--- src/rtl/cook_timer_if.sv ---
// rtl/cook_timer_if.sv - cook_timer user-panel bundle: switch/button inputs, BCD digits and status outputs
interface cook_timer_if;
  logic [3:0] in;
  logic       pushButton;
  logic       onOff;
  logic [3:0] secOnes;
  logic [3:0] secTens;
  logic [3:0] minOnes;
  logic [3:0] minTens;
  logic       running;
  logic       done;
  logic       alarm;

  modport master (
    output in, pushButton, onOff,
    input  secOnes, secTens, minOnes, minTens, running, done, alarm
  );

  modport slave (
    input  in, pushButton, onOff,
    output secOnes, secTens, minOnes, minTens, running, done, alarm
  );
endinterface

--- src/rtl/cook_timer.sv ---
// rtl/cook_timer.sv - BCD mm:ss kitchen countdown timer with digit entry, pause and done alarm
// Optional COOK_TIMER_BEEP_EN: alarm beeps (toggles every TICK_DIV/4 cycles) in DONE instead of steady high.
module cook_timer #(
  parameter int unsigned TICK_DIV = 50000000
) (
  input  logic         clk,
  input  logic         reset,
  cook_timer_if.slave  bus
);

  localparam int unsigned PW = $clog2(TICK_DIV);
  localparam logic [PW-1:0] TICK_MAX = PW'(TICK_DIV - 1);

  typedef enum logic [2:0] {IDLE, ENTRY, RUN, PAUSE, DONE} state_t;

  state_t        state_q;
  logic [3:0]    sec1_q, sec10_q, min1_q, min10_q;
  logic [PW-1:0] presc_q;
  logic          running_q, done_q;
  logic [2:0]    pb_sync_q, on_sync_q;

  logic [3:0]    sec1_d, sec10_d, min1_d, min10_d;
  logic          press, on_lvl, on_rise, tick, dec_zero, any_nz, enter_done;

  // Stage [1] is the synchronized level; stage [2] is its previous value for edge detection.
  assign press   = pb_sync_q[1] & ~pb_sync_q[2];
  assign on_lvl  = on_sync_q[1];
  assign on_rise = on_sync_q[1] & ~on_sync_q[2];
  assign tick    = (state_q == RUN) && (presc_q == TICK_MAX);
  assign any_nz  = (sec1_q != 4'd0) || (sec10_q != 4'd0) || (min1_q != 4'd0) || (min10_q != 4'd0);

  // One-second decrement with mm:ss borrows; an entered secTens above 5 just counts down literally.
  always_comb begin
    sec1_d  = sec1_q - 4'd1;
    sec10_d = sec10_q;
    min1_d  = min1_q;
    min10_d = min10_q;
    if (sec1_q == 4'd0) begin
      sec1_d = 4'd9;
      if (sec10_q == 4'd0) begin
        sec10_d = 4'd5;
        if (min1_q == 4'd0) begin
          min1_d  = 4'd9;
          min10_d = min10_q - 4'd1;
        end else begin
          min1_d = min1_q - 4'd1;
        end
      end else begin
        sec10_d = sec10_q - 4'd1;
      end
    end
  end

  assign dec_zero   = (sec1_d == 4'd0) && (sec10_d == 4'd0) && (min1_d == 4'd0) && (min10_d == 4'd0);
  assign enter_done = tick && dec_zero;

  always_ff @(posedge clk or posedge reset) begin
    if (reset) begin
      state_q   <= IDLE;
      sec1_q    <= 4'd0;
      sec10_q   <= 4'd0;
      min1_q    <= 4'd0;
      min10_q   <= 4'd0;
      presc_q   <= '0;
      running_q <= 1'b0;
      done_q    <= 1'b0;
      pb_sync_q <= 3'b000;
      on_sync_q <= 3'b000;
    end else begin
      pb_sync_q <= {pb_sync_q[1:0], bus.pushButton};
      on_sync_q <= {on_sync_q[1:0], bus.onOff};
      case (state_q)
        IDLE, ENTRY: begin
          if (press) begin
            if (bus.in <= 4'd9) begin
              min10_q <= min1_q;
              min1_q  <= sec10_q;
              sec10_q <= sec1_q;
              sec1_q  <= bus.in;
              state_q <= ENTRY;
            end
          end else if (state_q == ENTRY && on_rise && any_nz) begin
            state_q   <= RUN;
            presc_q   <= '0;
            running_q <= 1'b1;
          end
        end
        RUN: begin
          // Prescaler advances on the exit edge too, so a pause captures the count reached.
          presc_q <= tick ? '0 : presc_q + 1'b1;
          if (tick) begin
            sec1_q  <= sec1_d;
            sec10_q <= sec10_d;
            min1_q  <= min1_d;
            min10_q <= min10_d;
          end
          if (enter_done) begin
            state_q   <= DONE;
            running_q <= 1'b0;
            done_q    <= 1'b1;
          end else if (!on_lvl) begin
            state_q   <= PAUSE;
            running_q <= 1'b0;
          end
        end
        PAUSE: begin
          if (press) begin
            sec1_q  <= 4'd0;
            sec10_q <= 4'd0;
            min1_q  <= 4'd0;
            min10_q <= 4'd0;
            state_q <= IDLE;
          end else if (on_rise) begin
            state_q   <= RUN;
            running_q <= 1'b1;
          end
        end
        DONE: begin
          if (!on_lvl) begin
            state_q <= IDLE;
            done_q  <= 1'b0;
          end
        end
        default: begin
          state_q   <= IDLE;
          running_q <= 1'b0;
          done_q    <= 1'b0;
        end
      endcase
    end
  end

`ifdef COOK_TIMER_BEEP_EN
  localparam int unsigned BEEP_HALF = TICK_DIV / 4;
  localparam int unsigned BW = $clog2(BEEP_HALF + 1);
  localparam logic [BW-1:0] BEEP_MAX = BW'(BEEP_HALF - 1);

  logic [BW-1:0] beep_cnt_q;
  logic          alarm_q;

  always_ff @(posedge clk or posedge reset) begin
    if (reset) begin
      beep_cnt_q <= '0;
      alarm_q    <= 1'b0;
    end else if (enter_done) begin
      beep_cnt_q <= '0;
      alarm_q    <= 1'b1;
    end else if (state_q == DONE && on_lvl) begin
      if (beep_cnt_q == BEEP_MAX) begin
        beep_cnt_q <= '0;
        alarm_q    <= ~alarm_q;
      end else begin
        beep_cnt_q <= beep_cnt_q + 1'b1;
      end
    end else begin
      beep_cnt_q <= '0;
      alarm_q    <= 1'b0;
    end
  end

  assign bus.alarm = alarm_q;
`else
  assign bus.alarm = done_q;
`endif

  assign bus.secOnes = sec1_q;
  assign bus.secTens = sec10_q;
  assign bus.minOnes = min1_q;
  assign bus.minTens = min10_q;
  assign bus.running = running_q;
  assign bus.done    = done_q;

endmodule

--- src/flat_wrapper.sv ---
// flat-port wrapper written by rule: the top's interface ports become plain ports
module cook_timer_flat 
#(
  parameter int unsigned TICK_DIV = 50000000
)
  (clk, reset, bus_in, bus_pushButton, bus_onOff, bus_secOnes, bus_secTens, bus_minOnes, bus_minTens, bus_running, bus_done, bus_alarm);
  cook_timer_if bus_i ();
  input  logic clk;
  input  logic reset;
  input wire logic [$bits(bus_i.in)-1:0] bus_in;
  input wire logic [$bits(bus_i.pushButton)-1:0] bus_pushButton;
  input wire logic [$bits(bus_i.onOff)-1:0] bus_onOff;
  output wire logic [$bits(bus_i.secOnes)-1:0] bus_secOnes;
  output wire logic [$bits(bus_i.secTens)-1:0] bus_secTens;
  output wire logic [$bits(bus_i.minOnes)-1:0] bus_minOnes;
  output wire logic [$bits(bus_i.minTens)-1:0] bus_minTens;
  output wire logic [$bits(bus_i.running)-1:0] bus_running;
  output wire logic [$bits(bus_i.done)-1:0] bus_done;
  output wire logic [$bits(bus_i.alarm)-1:0] bus_alarm;
  assign bus_i.in = bus_in;
  assign bus_i.pushButton = bus_pushButton;
  assign bus_i.onOff = bus_onOff;
  assign bus_secOnes = bus_i.secOnes;
  assign bus_secTens = bus_i.secTens;
  assign bus_minOnes = bus_i.minOnes;
  assign bus_minTens = bus_i.minTens;
  assign bus_running = bus_i.running;
  assign bus_done = bus_i.done;
  assign bus_alarm = bus_i.alarm;
  cook_timer #(.TICK_DIV(TICK_DIV)) u_core (.clk(clk), .reset(reset), .bus(bus_i));
endmodule
--- config.mk ---
export PLATFORM = sky130hd
export DESIGN_NAME = cook_timer_flat
export DESIGN_NICKNAME = d
export VERILOG_FILES = /design/src/rtl/cook_timer_if.sv /design/src/rtl/cook_timer.sv /design/src/flat_wrapper.sv
export SDC_FILE = /design/constraint.sdc
export NUM_CORES = 1
export LEC_CHECK = 0
export ABC_AREA = 0
export BUFFER_PORTS_ARGS = -buffer_cell sky130_fd_sc_hd__buf_2
export CAP_MARGIN = 10
export CORE_MARGIN = 1.5
export CORE_UTILIZATION = 53
export DETAILED_ROUTE_END_ITERATION = 7
export PLACE_DENSITY = 0.75
export SYNTH_ARGS = -nofsm -noshare
export SYNTH_HDL_FRONTEND = slang
export SYNTH_SLANG_ARGS = --single-unit
--- constraint.sdc ---
create_clock -name clk -period 2.06 [get_ports clk]
set_input_delay 0.618 -clock clk [delete_from_list [all_inputs] [get_ports clk]]
set_output_delay 0.618 -clock clk [all_outputs]
set_load 0.02 [all_outputs]
==> run summary, run 1 <==
The utilization of the core after routing came out at 78.6%. Prior to clock tree synthesis, the placed netlist has a worst setup slack of -0.204 ns. The tools report the count of synthesis-stage warnings from yosys as 0. VDD sags by at most 0.737 mV. For this run the aggregate overflow at the end of global routing stands at 0. The worst path in the final design needs a cycle of 2.36 ns, including I/O delays and setup. The fmax was 424 MHz; the number of buffers inserted by port buffering was 26. The worst-path maximum fanout works out to 3. 27 I/O pins were placed. The checks that failed: negative setup slack. The via count came out at 3334. The region available for standard cell placement spans 0.00557 sq mm. Summing internal, switching and leakage power gives 5.06 mW. The via count of the first global-routing pass was 3091. After synthesis, the share of cell area in mux cells is 0%. Counting distinct cell types in the post-synthesis netlist gives 57. For this run, the number of standard cells in the final layout without fillers is 519. The number of buffers inserted during clock tree synthesis is 5, and the areal power density over the cells is 1150 mW/mm^2. The tools report the first-pass detailed-route iteration total as 7. Across all register-to-register paths, the minimum setup slack is -0.30 ns. The logs give 0 for the count of pins over their slew limit and 42.6% for the fraction of the yosys area taken by sequential cells. Setup total negative slack on the finished layout was measured at -6.11 ns. Setup repair after global routing could not meet its margin everywhere.

At the end of routability-driven placement, the weighted congestion stood at 0.894. Once detail routing completed, the nets flagged for antenna violations numbered 0. The routed design uses 4.97 mm of met2 wire. The worst register-to-register path begins at u_core.bus.secOnes[3]. The flow ran to the end, but the final reports show violations.

The cell count after synthesis came out at 350. The worst setup path is launched from a register. The routed design uses 590 um of met3 wire. In this run, the number of DRC markers left after iteration 0 of detailed routing was 307. Measured against its own limit, the worst slew margin works out to 61.4%. In this run, post-CTS hold repair placed 0 buffers. Share of the cycle needed by the critical path after routing: 115%. After synthesis, the largest area contributor takes up 42.6% of total cell area. After clock tree synthesis, the clock-pin slew on the worst setup and hold paths is 0.10 ns.

In the synthesized netlist the dominant register cell turns out to be sky130_fd_sc_hd__dfrtp_1. The net total in the final layout was 457; the number of placement rows was 27. The commonest cells after synthesis are sky130_fd_sc_hd__dfrtp_1 (53), sky130_fd_sc_hd__nor2_1 (49), sky130_fd_sc_hd__o21ai_0 (38). The floorplan step set the die height to 79.6 um.

Of all cell types, the one taking the most synthesized area is sky130_fd_sc_hd__dfrtp_1. The timing startpoint of the critical path is u_core.bus.secOnes[3]. The post-detailed-routing wire length came out at 9.78 mm. The number of enable-type register cells in the synthesized netlist is 0. The largest net degree at the start of global routing came out at 28. In the post-synthesis netlist, the cell with the most instances is sky130_fd_sc_hd__dfrtp_1. The HPWL reported at the end of detailed placement was 5.94 mm; the post-route clock skew was 0.00516 ns. The tools report the area of the die as 0.00634 sq mm.

The final hold violation count is 0. The detailed router used layers up to and including met4. The fraction of the mapped netlist area in adder cells was 1.21%; the detailed-route wire length on metal 1 was 3.88 mm.

The synthesized netlist devotes 5.35% of its cell area to XOR and XNOR gates. The slew of the pin with the lowest slew margin is 0.577 ns. For the starting density of the core, the log shows 55.8%. The class of the tightest hold or removal check is in2async. The clock passes through at most 2 buffers. The proportion of synthesized flip-flops having asynchronous set or reset was 100%; the share of synthesized cell area in and, or, nand and nor gates was 26.3%. Across the run, the number of max-cap violations was 0.

The dominant combinational cell family by area after synthesis was simple AND/OR/NAND/NOR gates. The number of cells on the worst reg-to-reg path is 9. The routed length per placed instance came out at 18.8 um.

At the later pin of the worst-skew pair, clock insertion delay measures 0.31 ns. The number of nets handed over by synthesis was 361. For the post-route worst setup slack, the log shows -0.300 ns. The logs give 29.3% for the global-route total usage across every layer and 0 for the detailed-route DRC error count. Setup violations remaining at the end of the flow were counted as 39. Number of diodes: 0. The leakage component of the power is 1.89 nW. Critical path class: reg2reg. For the number of antenna violations at the first check in global routing, the log shows 0. For this design, the sink count on the clock tree is 53. At the worst endpoint, the arrival time is 2.53 ns. The H-tree was split into 2 levels. The cell at the root of the clock tree is sky130_fd_sc_hd__clkbuf_8.

Including well taps, the total number of placed cells is 501. The endpoint identified for the worst register-to-register timing path is u_core.bus.secTens[1]. The flop and latch count out of synthesis is 53, and the data required time at the worst endpoint is 2.23 ns.

STA classifies the critical path endpoint as a register. Yosys attributes the largest share of cell area to sky130_fd_sc_hd__dfrtp_1 (43%), sky130_fd_sc_hd__o21ai_0 (6.1%), sky130_fd_sc_hd__nor2_1 (5.9%). Summing the areas of all compound-gate instances in the mapped netlist gives 19.6% of the synthesized area. Synthesized cell area: 0.00311 sq mm. For the wire length of the first global-routing pass, the log shows 14.6 mm. Cells with a size suffix above 1 make up 41.4% of the layout. The die is 79.6 um wide. After synthesis, the mean cell area works out to 8.89 sq um.

The number of vias per cell after detailed routing is 6.42, and the signed area change from the synthesized netlist to the final layout is 40.7%. TritonCTS built the clock tree.
-- final cells by class --
cell class / count / area, sq um
repair buffers: 108 / 823
fillers: 362 / 1190
well taps: 72 / 90.1
multi-input cells: 267 / 1990
flip-flops and latches: 53 / 1330
clock inverters: 2 / 35.0
clock buffers: 6 / 72.6
inverters: 11 / 41.3
-- how the worst max path moves through the flow --
| stage | end | slack [ns] | cells after the start |
|---|---|---|---|
| 2_1_floorplan | u_core.presc_q[25] | -0.22 | 8 |
| 3_3_place_gp | u_core.bus.minTens[2] | -0.15 | 7 |
| 3_5_place_dp | u_core.bus.minOnes[1] | -0.20 | 8 |
| 4_1_cts | u_core.state_q[0] | -0.16 | 7 |
| 5_1_grt | u_core.state_q[2] | -0.32 | 7 |
| 6_report | u_core.bus.secTens[1] | -0.30 | 9 |
-- state kept, by name, summed over array words and instances, names as in the netlist --
register,count
u_core.presc_q,26
u_core.bus.minOnes,4
u_core.bus.minTens,4
u_core.bus.secOnes,4
u_core.bus.secTens,4
u_core.on_sync_q,3
u_core.pb_sync_q,3
u_core.state_q,3
u_core.bus.alarm,1
u_core.bus.running,1
-- routing by layer --
metal | track usage (%) | up-vias
met5 | 0 | -
met3 | 4.34 | 54
met4 | 9.12 | 0
met1 | 36.3 | 1634
li1 | - | 1474
met2 | 52.1 | 172
-- timing repair --
item,in CTS,in global routing
gates cloned,1,0
pin swaps,21,18
setup endpoints to repair,43,47
setup buffers,5,8
resized for setup,52,54
-- through the flow --
step | hold WS [ns] | area (sq um)
after global routing | 0.366 | 4380
after CTS | 0.355 | 4110
after floorplan | 0.331 | 3130
after global placement | 0.335 | 3800
after detailed placement | 0.340 | 3800
final | 0.353 | 4380
-- cells by family after synthesis --
| group | after synthesis |
|---|---|
| simple gates | 151 |
| compound gates | 94 |
| flops | 53 |
| buf+inv | 30 |
| xor+xnor | 19 |
| fa+ha+maj | 3 |
-- layout by cell type, fill, tap and decap left out, types with 10 or more instances in the layout --
cell,netlist,layout
sky130_fd_sc_hd__buf_2,4,26
sky130_fd_sc_hd__buf_4,1,68
sky130_fd_sc_hd__buf_6,4,10
sky130_fd_sc_hd__dfrtp_1,53,51
sky130_fd_sc_hd__inv_1,11,10
sky130_fd_sc_hd__nand2_1,24,22
sky130_fd_sc_hd__nor2_1,49,42
sky130_fd_sc_hd__o21ai_0,38,14
sky130_fd_sc_hd__o21ai_1,0,19
sky130_fd_sc_hd__xnor2_1,16,13
-- power breakdown --
group / switching [mW] / internal (mW)
clock network: 0.355 / 0.362
registers: 0.156 / 1.23
logic: 1.75 / 1.20
total: 2.26 / 2.80
-- worst max-delay path, cell delays in order (launching register included) --
cell and delay, ns:
sky130_fd_sc_hd__dfrtp_1 0.41, sky130_fd_sc_hd__or4_4 0.56, sky130_fd_sc_hd__buf_6 0.14, sky130_fd_sc_hd__buf_4 0.13, sky130_fd_sc_hd__buf_6 0.11, sky130_fd_sc_hd__buf_4 0.12
sky130_fd_sc_hd__nor2_1 0.16, sky130_fd_sc_hd__nor2_1 0.09, sky130_fd_sc_hd__o21ai_0 0.32, sky130_fd_sc_hd__o21ai_1 0.17
No activity file was read; power rests on OpenSTA's default activity.
==> run 2, diff against run 1 <==
Settings changed: RECOVER_POWER from default to 50.
==> run 2 against run 1 <==
Effect of this change:
- flip-flop and latch count did not move
- design area fell by 0.23%
- fmax rose by 0.31%
- sequential share of layout area rose by 0.069 points
- combinational power barely moved
- the run still ends with negative setup slack left
- die area did not move
- highest routed layer unchanged
- clock skew rose by 0.00068 ns
==> run summary, run 2 (same netlist as run 1, synthesis figures left out) <==
For the leakage component of the power, the log shows 1.89 nW. First-pass detailed-route iteration total: 7. The maximum clock insertion buffer count came out at 2.

Walking the worst path, the cells encountered are or4_4 > buf_6 > buf_4 > buf_6 > buf_4 > nor2_1 > nor2_1 > o21ai_0 > o21ai_1. The tree is rooted in a sky130_fd_sc_hd__clkbuf_8. For the fmax, the log shows 425 MHz.

The number of flip-flops in the largest register works out to 26. The count of pins over their slew limit was 0; the number of diodes was 0. The first routing iteration left 318 violations. From synthesis to final layout, the design area changed by 40.4%.

Library cell contributing the largest single delay on the critical path: sky130_fd_sc_hd__or4_4. Ranked by flip-flop count, first place goes to u_core.presc_q. During placement, the flow inserted port buffers numbering 26. For the final hold violation count, the log shows 0.

Across every metal layer, demand over resource in global routing totals 29.3%. Share of the cycle needed by the critical path after routing: 114%. TritonCTS built the clock tree. For the worst setup path, the data arrival time is 2.52 ns. The path depth of the worst reg2reg path works out to 9. For the number of primary I/O pins, the log shows 27.

The critical path ends at u_core.bus.secTens[1]. The path class of the tightest hold or removal check is reg2reg. The areal power density over the cells was 1160 mW/mm^2; the number of antenna-violating nets in the routed design was 0.

The run gives 55.8% as the starting density of the core. Endpoint class of the critical path: a register. The wire length of the first global-routing pass is 14.6 mm. The register-to-register setup slack was -0.29 ns; the routed length per placed instance was 18.7 um.

The number of buffers inserted during clock tree synthesis came out at 5. In this run the vertical extent of the chip is 79.6 um. At the later pin of the worst-skew pair, clock insertion delay measures 0.31 ns.

Final cell area excluding filler cells: 0.00437 sq mm. The endpoint identified for the worst register-to-register timing path is u_core.bus.secTens[1]. Post-CTS clock slew at the launch and capture registers of the worst setup and hold paths: 0.10 ns. Leaving out fill and tap cells, the most frequent cells in the layout are sky130_fd_sc_hd__buf_4 (65), sky130_fd_sc_hd__dfrtp_1 (51), sky130_fd_sc_hd__nor2_1 (42). For this block, the routed nets add up to 9.72 mm of wire. In this run the core area contains 27 standard-cell rows.

The worst path in the final design needs a cycle of 2.35 ns, including I/O delays and setup. The post-route worst setup slack is -0.293 ns, and the number of vias per cell after detailed routing is 6.39. The final route contains 3317 vias. Setup repair after global routing could not meet its margin everywhere. The clock tree synthesis step divided the H-tree into 2 levels. The placed instances occupy a cell area of 0.00380 sq mm. The tool flagged a number of max-cap violations equal to 0. Leading cell type in the layout, fill and taps excluded: sky130_fd_sc_hd__buf_4. After detailed routing, the number of remaining DRC violations is 0. For the post-route clock skew, the log shows 0.00584 ns. Type of element launching the critical path: a register. The total overflow left after global routing is 0. The run gives 0 as the number of antenna violations at the first check in global routing. For this run, the slowest stage of the critical path takes 0.56 ns.

The startpoint identified for the worst register-to-register timing path is u_core.bus.secOnes[3]. Largest net degree at the start of global routing: 28. The total of endpoints with negative setup slack in the final report is 38.

The worst-case IR drop observed on VDD is 0.743 mV. The flow ran to the end, but the final reports show violations. The critical path is of the reg2reg type. Hold repair after CTS inserted 0 buffers. The final reports fail on negative setup slack. The core outline area came out at 0.00557 sq mm. At the end of the flow, the number of nets in the layout was 457. The fraction of final layout cells sized beyond drive strength 1 is 40.7%, and the total design power is 5.05 mW. The via count of the first global-routing pass is 3091.

Measured against its own limit, the worst slew margin works out to 4.92%. The final RePlAce weighted congestion was 0.894. Clock sink count: 53.

At the pin with the least slew margin, the transition time is 1.43 ns. At the worst endpoint, the required time is 2.23 ns. The timing startpoint of the critical path was u_core.bus.secOnes[3]. Of all nets on the critical path, the largest fanout is 3. The floorplan step set the die width to 79.6 um.

The area of the die is 0.00634 sq mm, and the HPWL reported at the end of detailed placement is 5.94 mm.
-- run 2: changes by cell type in the layout (fill, tap and decap cells not counted), sizes merged --
cell    before  now
buf        108  105
clkbuf       6    9
-- run 2: worst min-delay path by stage --
stage,from,endpoint,slack (ns),depth (start not counted)
2_1_floorplan,u_core.on_sync_q[0],u_core.on_sync_q[1],0.33,0
3_3_place_gp,u_core.on_sync_q[0],u_core.on_sync_q[1],0.34,0
3_5_place_dp,u_core.on_sync_q[0],u_core.on_sync_q[1],0.34,0
4_1_cts,u_core.on_sync_q[0],u_core.on_sync_q[1],0.36,0
5_1_grt,u_core.on_sync_q[0],u_core.on_sync_q[1],0.37,0
6_report,u_core.pb_sync_q[0],u_core.pb_sync_q[1],0.36,0
-- run 2: area by class of cell --
| type | instances | area, sq um |
|---|---|---|
| Fill cell | 365 | 1200 |
| Tap cell | 72 | 90.1 |
| Clock inverter | 2 | 35.0 |
| Multi-Input combinational cell | 267 | 1990 |
| Timing Repair Buffer | 108 | 813 |
| Inverter | 11 | 41.3 |
| Clock buffer | 6 | 72.6 |
| Sequential cell | 53 | 1330 |
-- run 2: metrics by stage --
stage	hold WS, ns	TNS [ns]	cells	util [%]	setup WS [ns]
floorplan	0.331	-5.00	350	-	-0.223
global placement	0.335	-3.20	501	68.1	-0.147
detailed placement	0.340	-5.45	501	68.1	-0.204
CTS	0.355	-3.90	512	73.8	-0.160
global route	0.366	-8.93	519	78.4	-0.322
finish	0.359	-6.00	519	78.4	-0.293
-- run 2: metal layers --
layer / vias up / share of wire, % / global-route usage (%)
li1: 1473 / - / -
met1: 1624 / 39 / 36.3
met2: 178 / 51 / 52.1
met3: 42 / 6.3 / 4.34
met4: 0 / 3.2 / 9.12
met5: - / 0 / 0
-- run 2: critical path, delay by kind of cell (launching register included) --
family	cells	cell delay (ns)
and+or+nand+nor	3	0.82
buffers and inverters	4	0.50
AOI/OAI and AO/OA	2	0.48
DFF	1	0.41
-- run 2: what timing repair did --
action | CTS | global route
setup endpoints to repair | 43 | 47
buffers inserted | 5 | 8
gates resized for setup | 52 | 54
gates cloned | 1 | 0
endpoints found under the hold margin | 0 | 0
pin swaps | 21 | 18
-- run 2: report_power, final --
group / switching [mW] / internal, mW
logic: 1.75 / 1.20
clock network: 0.349 / 0.361
registers: 0.157 / 1.23
==> run 3, diff against run 2 <==
Settings changed: PLACE_DENSITY 0.75 to 0.72, SKIP_CTS_REPAIR_TIMING from default to 1.
Clock period 2.06 ns to 2.56 ns, I/O delays scaled along.
==> run 3 against run 2 <==
Effect of this change:
- the run now ends clean
- fmax is 3.5% lower
- via count is 17% lower
- register-to-register slack better by 0.42 ns
- hold slack worse by 0.0024 ns
- routed wire length is 24% lower
- critical path type unchanged
- critical endpoint is now u_core.presc_q[22]
- largest power group unchanged
- highest routed layer unchanged
==> run summary, run 3 (same netlist as run 1, synthesis figures left out) <==
In the final layout, the share of cells above drive strength 1 is 17.2%. The tools report the leakage component of the power as 1.49 nW. The run finished with clean final reports.

At the worst endpoint, the arrival time is 2.64 ns. Max-cap violations in this run came to 0. Together, buffers and inverters on the worst path number 0. The critical path goes through or2_2 > and4bb_2 > o21ai_4 > a2111oi_0 > xnor2_1 > nor2_1.

STA puts the critical path data required time at 2.77 ns. Global-route total usage across every layer: 25.4%. The signed area change from the synthesized netlist to the final layout was 12.0%. The worst setup path is captured at a register. The register with the most flip-flops in the final layout is u_core.presc_q. Leaving out fill and tap cells, the most frequent cell in the layout is sky130_fd_sc_hd__dfrtp_1. For the count of H-tree levels built during CTS, the log shows 2.

At the pin with the least slew margin, the transition time is 0.920 ns. The minimum period implied by the final worst setup slack is 2.44 ns, and the number of DRC violations after detailed-routing iteration 0 is 239. Library cell contributing the largest single delay on the critical path: sky130_fd_sc_hd__a2111oi_0. The net count of the finished layout is 394. After detailed routing, the number of remaining DRC violations is 0.

The post-detailed-routing wire length was 7.35 mm. The number of diodes is 0. The region available for standard cell placement spans 0.00557 sq mm. The tools report the total of endpoints with negative setup slack in the final report as 0. STA classifies the critical path startpoint as a register. The height of the die was 79.6 um. The class of the tightest hold or removal check was reg2reg. No sink is reached through more buffers than the 2 on the longest clock path. After detailed routing, the average wire length per cell comes to 16.1 um.

The post-CTS clock slew at the launch and capture registers of the worst setup and hold paths is 0.10 ns, and the width of the die is 79.6 um. In this run the count of I/O pins placed on the die edge is 27. For this run, the detailed router's first-pass iteration total came to 4. The floorplan has 27 rows. CTS placed an instance of sky130_fd_sc_hd__clkbuf_8 at the clock tree root.

For this design the ratio of total power to cell area is 965 mW/mm^2. The via count of the first global-routing pass was 2577. Setup slack closes at 0.123 ns.

The largest single stage delay on the critical path is 0.64 ns. The tools report the count of pins over their slew limit as 0. The cell family with the largest share of critical-path delay was simple AND/OR/NAND/NOR gates.

By startpoint and endpoint, the worst setup path is classified as reg2reg. The maximum resistive drop on vdd was 0.474 mV; the largest net degree at the start of global routing was 31. The post-placement setup slack was 0.165 ns. Once the floorplan was initialized, standard cells occupied 55.8% of the core.

The placed instances occupy a cell area of 0.00338 sq mm. The run gives 0 as the final hold violation count. The number of flip-flops in the largest register works out to 26. Detailed placement ended at an HPWL of 5.25 mm. Number of antenna violations at the first check in global routing: 0. TritonCTS built the clock tree. Buffers placed on the I/O ports in this run total 26. Clock tree synthesis inserted a total of 5 buffers. The die covers 0.00634 sq mm. Detailed routing inserted a total of 2758 vias.

Headroom to the max-slew limit came out at 38.6%. The post-route clock skew is 0.00585 ns. Along the worst path, the maximum fanout reaches 14. The tree built by TritonCTS fans out to 53 sinks. In the routed layout, each cell is associated on average with a via count of 6.05. Final global-route overflow total: 0. Routability-driven placement finished with a final weighted congestion of 0.832.

The final cell area excluding filler cells is 0.00349 sq mm. The final critical path takes up 95.2% of the cycle. The tools report the insertion delay to the later sink of the worst-skew pair as 0.31 ns. Static timing analysis puts the maximum clock frequency at 410 MHz. In the layout the commonest cells are sky130_fd_sc_hd__dfrtp_1 (53), sky130_fd_sc_hd__nor2_1 (49), sky130_fd_sc_hd__o21ai_0 (38).

The tools report the final hold slack as 0.357 ns. The first global-routing pass estimated 12.5 mm of wire. For the number of antenna-violating nets in the routed design, the log shows 0.
-- run 3: cell types whose count changed in the layout (fill, tap and decap cells not counted), moves of 7 or more --
cell / change
sky130_fd_sc_hd__buf_4: -47
sky130_fd_sc_hd__buf_6: -10
sky130_fd_sc_hd__nor2_1: +7
sky130_fd_sc_hd__o21ai_0: +24
sky130_fd_sc_hd__o21ai_1: -19
-- run 3: area by class of cell --
type / instances / area [sq um]
Clock buffer: 6 / 82.6
Clock inverter: 2 / 37.5
Fill cell: 503 / 2090
Inverter: 11 / 41.3
Multi-Input combinational cell: 267 / 1640
Sequential cell: 53 / 1330
Tap cell: 72 / 90.1
Timing Repair Buffer: 45 / 267
-- run 3: per-stage QoR --
step	TNS (ns)	util (%)	cells	total power [mW]
floorplan	0	-	350	2.26
global placement	0	60.6	448	2.73
detailed placement	0	60.6	448	2.76
CTS	0	62.7	456	3.38
global route	-0.00338	62.6	456	3.62
finish	0	62.6	456	3.37
-- run 3: layer usage --
metal / global-route usage, % / vias to the layer above / part of all wire [%]
met4: 9.47 / 0 / 1.8
met5: 0 / - / 0
li1: - / 1333 / -
met1: 33.6 / 1354 / 45
met2: 41.8 / 57 / 50
met3: 4.00 / 14 / 3.5
-- run 3: final timing paths --
check | from | endpoint | slack (ns) | cells after the start
worst max-delay path | u_core.state_q[2] | u_core.presc_q[22] | 0.12 | 6
max in group asynchronous | reset | u_core.presc_q[19] | 0.64 | 3
min in group asynchronous | reset | u_core.state_q[0] | 0.64 | 2
worst max register to register | u_core.state_q[2] | u_core.presc_q[22] | 0.12 | 6
worst min register to register | u_core.pb_sync_q[0] | u_core.pb_sync_q[1] | 0.36 | 0
worst min-delay path | u_core.pb_sync_q[0] | u_core.pb_sync_q[1] | 0.36 | 0
-- run 3: power by group --
group | internal [mW] | total [mW] | leakage, nW | switching, mW
Clock | 0.318 | 0.603 | 0.0574 | 0.285
Combinational | 0.603 | 1.61 | 0.727 | 1.01
Sequential | 0.989 | 1.15 | 0.702 | 0.162
